[config.mk]
export PLATFORM = sky130hd
export DESIGN_NAME = branch_pc_unit
export DESIGN_NICKNAME = d
export VERILOG_FILES = /design/src/rtl/branch_pc_unit.sv
export SDC_FILE = /design/constraint.sdc
export NUM_CORES = 1
export LEC_CHECK = 0
export BUFFER_PORTS_ARGS = -buffer_cell sky130_fd_sc_hd__buf_2
export CORE_ASPECT_RATIO = 0.75
export CORE_MARGIN = 1.5
export CORE_UTILIZATION = 23
export CTS_BUF_LIST = sky130_fd_sc_hd__clkbuf_4
export DETAILED_ROUTE_END_ITERATION = 10
export PLACE_DENSITY = 0.43
export RECOVER_POWER = 50
export SETUP_SLACK_MARGIN = 0.05
export SLEW_MARGIN = 5
export SYNTH_ARGS = -nofsm -noshare
export SYNTH_HDL_FRONTEND = slang
export SYNTH_SLANG_ARGS = --single-unit
[constraint.sdc]
create_clock -name clk -period 12.16 [get_ports clk]
set_input_delay 1.216 -clock clk [delete_from_list [all_inputs] [get_ports clk]]
set_output_delay 1.216 -clock clk [all_outputs]
set_load 0.005 [all_outputs]
[src/rtl/branch_pc_unit.sv]
// Fetch PC register plus D-stage branch/jump resolver with perf counters and sticky misaligned-JR flag.
// Optional branch-likely ops (BEQL/BNEL, annulling the delay slot when not taken) under BRANCH_LIKELY_EN.
module branch_pc_unit #(
  parameter logic [31:0] RESET_PC = 32'h0000_3000,
  parameter int unsigned CNT_W    = 32
) (
  input  logic             clk,
  input  logic             reset,
  input  logic             stall,
  input  logic             d_valid,
  input  logic [31:0]      d_pc,
  input  logic [3:0]       br_op,
  input  logic [15:0]      imm16,
  input  logic [25:0]      index26,
  input  logic [31:0]      jr_target,
  input  logic [1:0]       cmp_reg,
  input  logic [1:0]       cmp_zero,
  output logic [31:0]      pc_f,
  output logic [31:0]      npc,
  output logic             taken,
  output logic [31:0]      link_pc,
  output logic             flush_d,
  output logic [CNT_W-1:0] br_cnt,
  output logic [CNT_W-1:0] taken_cnt,
  output logic             misalign_err
);
  localparam logic [3:0] OP_BEQ  = 4'd1;
  localparam logic [3:0] OP_BNE  = 4'd2;
  localparam logic [3:0] OP_BLEZ = 4'd3;
  localparam logic [3:0] OP_BGTZ = 4'd4;
  localparam logic [3:0] OP_BLTZ = 4'd5;
  localparam logic [3:0] OP_BGEZ = 4'd6;
  localparam logic [3:0] OP_J    = 4'd7;
  localparam logic [3:0] OP_JAL  = 4'd8;
  localparam logic [3:0] OP_JR   = 4'd9;
  localparam logic [3:0] OP_JALR = 4'd10;
`ifdef BRANCH_LIKELY_EN
  localparam logic [3:0] OP_BEQL = 4'd11;
  localparam logic [3:0] OP_BNEL = 4'd12;
  logic likely;
`endif

  logic [31:0] seq_pc, br_tgt, j_tgt, jr_tgt, target;
  logic        is_br, cond, is_jr, resolve;
  logic        r_eq, z_eq, z_gt, z_lt;

  // Code 11 folds into "less": only the two low codes are distinct.
  assign r_eq = (cmp_reg == 2'b00);
  assign z_eq = (cmp_zero == 2'b00);
  assign z_gt = (cmp_zero == 2'b01);
  assign z_lt = cmp_zero[1];

  assign seq_pc  = d_pc + 32'd4;
  assign br_tgt  = seq_pc + {{14{imm16[15]}}, imm16, 2'b00};
  assign j_tgt   = {seq_pc[31:28], index26, 2'b00};
  assign jr_tgt  = {jr_target[31:2], 2'b00};
  assign link_pc = d_pc + 32'd8;
  assign resolve = d_valid & ~stall;

  always_comb begin
    is_br  = 1'b1;
    cond   = 1'b0;
    is_jr  = 1'b0;
    target = br_tgt;
`ifdef BRANCH_LIKELY_EN
    likely = 1'b0;
`endif
    case (br_op)
      OP_BEQ:  cond = r_eq;
      OP_BNE:  cond = ~r_eq;
      OP_BLEZ: cond = z_eq | z_lt;
      OP_BGTZ: cond = z_gt;
      OP_BLTZ: cond = z_lt;
      OP_BGEZ: cond = ~z_lt;
      OP_J, OP_JAL: begin
        cond   = 1'b1;
        target = j_tgt;
      end
      OP_JR, OP_JALR: begin
        cond   = 1'b1;
        is_jr  = 1'b1;
        target = jr_tgt;
      end
`ifdef BRANCH_LIKELY_EN
      OP_BEQL: begin
        cond   = r_eq;
        likely = 1'b1;
      end
      OP_BNEL: begin
        cond   = ~r_eq;
        likely = 1'b1;
      end
`endif
      default: is_br = 1'b0;
    endcase
  end

  assign taken = resolve & is_br & cond;
  assign npc   = taken ? target : pc_f + 32'd4;

`ifdef BRANCH_LIKELY_EN
  assign flush_d = resolve & likely & ~cond;
`else
  assign flush_d = 1'b0;
`endif

  always_ff @(posedge clk) begin
    if (reset) begin
      pc_f         <= RESET_PC;
      br_cnt       <= '0;
      taken_cnt    <= '0;
      misalign_err <= 1'b0;
    end else if (!stall) begin
      pc_f <= npc;
      if (resolve && is_br) begin
        br_cnt <= br_cnt + CNT_W'(1);
        if (cond) taken_cnt <= taken_cnt + CNT_W'(1);
        // Target low bits are dropped for the fetch, but the fault is remembered.
        if (is_jr && jr_target[1:0] != 2'b00) misalign_err <= 1'b1;
      end
    end
  end
endmodule
# Yosys cells after proc, flatten, opt, wreduce, memory -nomap -nowiden
# Index checks and enable logic that the tools add are counted.
# totals
register_bits	97
latchBits	0
memories	0
mem_bits_ro	0
ram_bits	0
word_cells	45
input_bits	118
output_inout_bits	163
# classes
n_div	0
n_bitwise	7
n_eq_ne	11
order_cmp	0
shifts	0
reduce_logical	12
mul	0
mux	5
add_sub_neg	6
# op_table
op	count
32-bit by 1-bit adder with 32-bit output (second input constant)	2
32-bit by 3-bit adder with 32-bit output (second input constant)	2
32-bit case mux with 2 select lines	1
32-bit adder	1
32-bit by 4-bit adder with 32-bit output (second input constant)	1
32-bit two-way mux	1
4-bit by 3-bit equality test with 1-bit output (second input constant)	4
4-bit equality test (second input constant)	3
10-bit OR reduction	1
4-bit by 2-bit equality test with 1-bit output (second input constant)	2
1-bit case mux with 7 select lines	1
3-bit AND reduction	2
4-bit by 1-bit equality test with 1-bit output (second input constant)	1
2-bit zero test	2
2-bit OR reduction	2
4-bit OR reduction	1
1-bit bitwise AND	3
1-bit NOT	3
2-bit by 1-bit equality test with 1-bit output (second input constant)	1
1-bit logical AND	2
1-bit two-way mux	2
2-bit AND reduction	1
2-bit nonzero test	1
1-bit OR	1

# Depth between registers and ports, before layout
# depth
ltp_word	6
depth_mapped	20
ltp_nobuf	18

# Worst setup path before layout
# Ideal clock, no wire load.
# synth_path
path_type	input port to output port
start	in d_pc[3]
end	out npc[31]
setup_slack_ns	6.429
stages	19
required_ns	10.944
path_buffers	2
t_arrival_ns	4.515
cell_sequence	ha_1 and4_1 and4_1 clkbuf_1 nand3_1 nor2_1 and3_1 nand2_1 nor3_1 xor2_1 ha_1 clkbuf_1 nand3_1 or2_2 o32ai_1 o41ai_2 nand3_1 nand3_1 a21oi_1
# synth_via
elab_chain_cells	4
# synth_lines
element	line	text
from (decl)	11	input logic [31:0] d_pc,
32-bit by 3-bit adder with 32-bit output *	53	assign seq_pc = d_pc + 32'd4;
32-bit adder	54	assign br_tgt = seq_pc + {{14{imm16[15]}}, imm16, 2'b00};
32-bit case mux with 2 select lines *	68	case (br_op)
32-bit two-way mux *	99	assign npc = taken ? target : pc_f + 32'd4;
to (decl)	19	output logic [31:0] npc,
# Every way passes the cells marked *; elsewhere a longest branch is shown, timed or not.

# Worst setup path after layout
# layout_path
start	in stall
end	out npc[18]
# layout_via
elab_chain_cells	5
# layout_lines
element	line	text
from (decl)	9	input logic stall,
1-bit NOT (no line)	n/a	
1-bit bitwise AND	58	assign resolve = d_valid & ~stall;
1-bit bitwise AND (2 in series)	98	assign taken = resolve & is_br & cond;
32-bit two-way mux	99	
# No other way between the ends.

==> results.toml <==
[logic_synthesis]
avgSynthCellArea_um2 = 7.70
synth-edff-count = 0
synth_area_leaders = "dfxtp_1, xor2_1, xnor2_1, ha_1, nor2_1"
synth_seq_cells = 97
netlist_area_um2 = 8260
seq_area_frac_synth_pct = 23.5
synth_area_leader_cell = "dfxtp_1"
syn_inst = 1073
postSynth.asyncResetShare_pct = 0
ys_warn_count = 0
synth_nets = 1230
synth_top_area_share_pct = 23.5
synth_cell_types = 82
ys.flop_type = "dfxtp_1"

[outcome]
status = "finished, violations left"
violations = "max-capacitance violations, max-slew violations"

[sta]
fin_hold_ws_ns = 0.457
rsz0062_at_grt = "no"
setup_tns_ns = 0
hold_violations = 0
maxSlewViolCount = 92
fin_skew_ns = 0.0199
fin_crit_ns = 7.97
slew_headroom_pct = -62.7
fmax_ghz = 0.125
finalSetupViolCount = 0
worstMarginPinSlew_ns = 2.44
period_share_pct = 65.6

[floorplan]
rows = 59
die_x_um = 222
die_area_um2 = 37100
ios = 281
die_y_um = 167
core_um2 = 35000
start_util_pct = 23.6

[layout]
areaGrowthSynthToFinish_pct = 21.2
nets = 1467
fin_util_pct = 28.6
postLayoutCellArea_um2 = 10000
drive_gt1_share_pct = 19.8

[critical_path]
ff2ff_path_depth = 8
critical_path_class = "input pin to output pin"
reg2reg_slack_ns = 9.35
cp.arrival_ns = 6.76
reg2reg_to = "pc_f[31]$_SDFFE_PP0N_"
path_max_fanout = 43
worstSetupEndpointType = "output pin"
r2r_start = "pc_f[4]$_SDFFE_PP0N_"
cp-start-kind = "input pin"
required_ns = 10.94

[drt]
viasPerCell = 4.94
first_pass_iters = 5
top_layer = "met4"
antenna_left = 0
routed_wl_um = 32900
drt_first_iter_violations = 611
met2_length_um = 14500
wl_per_cell_um = 18.5
wl_met1_um = 16100
drc = 0
num_vias = 8767
met3_length_um = 1680

[grt]
grt-ovfl-total = 0
grt_pass1_vias = 8430
grt_max_degree = 73
gr-usage-all-layers_pct = 17.5
grt_pass1_wl_um = 50800
antenna_found_initial = 2

[clock_network]
cts_buffers = 9
cts_sinks = 97
ctsHoldBuffers = 0
htree_levels = 3
cts_root_buffer = "clkbuf_4"
cts_resized = 0
path_clk_slew_ns = 0.17
cts_tree = "done"
clk_latency_ns = 0.52
cts_setup_buffers = 0
clock_path_buffers = 2

[hold_path]
min_to = "misalign_err$_SDFFE_PP0P_"
worstHoldPathCells = 2
hold_class = "flop to flop"
hp-start = "misalign_err$_SDFFE_PP0P_"

[power]
p_per_area_nw_per_um2 = 75.5
intPower_w = 0.000465
combPwrFrac_pct = 32.4
clkPwrFrac_pct = 24.1
switching_share_pct = 38.4
leakagePower_nw = 4.12
p_sw_w = 0.000291
pwr-share-seq_pct = 43.5
vdd_drop_max_mv = 0.0363

[placement]
port_buffers = 279
hpwl_um = 26100
gp_congestion = 0.860
post_dp_cell_area_um2 = 10000

[job]
drv_cap = 3
cells in the final DEF (no fill, tap or decap), types with 6 or more instances in the layout:
cell / instances
nand3_1: 60
nand4_1: 38
a21oi_1: 57
nand2b_1: 7
nor4_1: 6
a211oi_1: 10
and4_1: 13
clkbuf_1: 72
o21ai_0: 29
o2bb2ai_1: 6
nor3_1: 16
clkbuf_4: 9
xor2_1: 87
o32ai_1: 6
a21o_1: 7
nor2_1: 125
a221oi_1: 6
buf_2: 210
mux2i_1: 12
xnor2_1: 76
dfxtp_1: 97
o21a_1: 7
and2_1: 13
a31oi_1: 9
and3_1: 31
nand2_1: 117
ha_1: 38
or3_1: 8
a222oi_1: 13
a221o_1: 10
inv_1: 18
buf_4: 7
cells by family (layout without fill, tap and decap cells):
logic type / after synthesis / count (layout) / share of synthesized area [%]
AOI/OAI and AO/OA: 216 / 216 / 19.1
and+or+nand+nor: 464 / 464 / 28.2
DFF: 97 / 97 / 23.5
adders and majority gates: 39 / 39 / 6.00
muxes: 12 / 12 / 1.45
buffers and inverters: 81 / 323 / 4.41
xor gates and xnor gates: 163 / 163 / 17.3
other: 1 / 3 / 0.0454
flip-flops by register name, indices dropped and copies added, names as in the netlist:
signal	flops
br_cnt	32
pc_f	32
taken_cnt	32
misalign_err	1
synth_stat cells, types with 6 or more instances:
library cell	n
a211oi_1	9
a21o_1	7
a21oi_1	57
a221o_1	10
a221oi_1	6
a222oi_1	13
a31oi_1	9
and2_1	13
and3_1	30
and4_1	12
buf_2	14
buf_4	7
clkbuf_1	38
dfxtp_1	97
ha_1	38
inv_1	18
mux2i_1	12
nand2_1	117
nand2b_1	7
nand3_1	60
nand4_1	37
nor2_1	126
nor3_1	15
o21a_1	7
o21ai_0	29
o2bb2ai_1	6
o32ai_1	6
or3_1	8
xnor2_1	76
xor2_1	87
layer usage:
layer  vias to the layer above  GRT usage (%)
li1                       4354              -
met3                        34           3.44
met4                         0           4.23
met1                      4174           24.8
met5                         -              0
met2                       205           27.2
layout make-up:
| type | instances | area (um^2) |
|---|---|---|
| antenna | 2 | 5.00 |
| sequential | 97 | 1940 |
| clock buffer | 9 | 67.6 |
| fill | 3925 | 25000 |
| inverter | 18 | 67.6 |
| multi-input combinational | 895 | 5930 |
| clock inverter | 7 | 61.3 |
| tap | 457 | 572 |
| timing repair buffer | 289 | 1370 |
per-stage QoR:
stage / total power, W / worst slack (ns) / cells
finish: 0.000756 / 4.19 / 1774
global route: 0.000808 / 3.77 / 1774
CTS: 0.000771 / 5.39 / 1772
detailed placement: 0.000582 / 5.44 / 1756
global placement: 0.000584 / 5.49 / 1756
floorplan: 0.000484 / 6.43 / 1073
worst max-delay path, cell delays in order:
cell and delay [ns]:
buf_2 0.09, clkbuf_1 0.89, nand2b_1 0.48, a211oi_1 1.43, o21ai_4 0.06, clkbuf_1 0.55
clkbuf_1 0.85, a221oi_1 0.78, a22oi_1 0.14, buf_2 0.25
how the worst max path moves through the flow:
stage | endpoint | startpoint | cells after the start | slack [ns]
6_report | npc[18] | stall | 10 | 4.19
3_3_place_gp | npc[31] | d_pc[2] | 15 | 5.49
5_1_grt | npc[18] | stall | 10 | 3.77
4_1_cts | npc[31] | d_pc[2] | 17 | 5.39
3_5_place_dp | npc[31] | d_pc[2] | 17 | 5.44
2_1_floorplan | npc[31] | d_pc[3] | 19 | 6.43
power by group through the flow:
stage	clock network [W]	logic [W]	registers, W
4_1_cts	0.000194	0.000249	0.000329
3_3_place_gp	0	0.000248	0.000335
6_report	0.000182	0.000245	0.000329
5_1_grt	0.000207	0.000271	0.000330
3_5_place_dp	0	0.000247	0.000335
2_1_floorplan	0	0.000149	0.000334
Power figures use the tool's default switching activity.
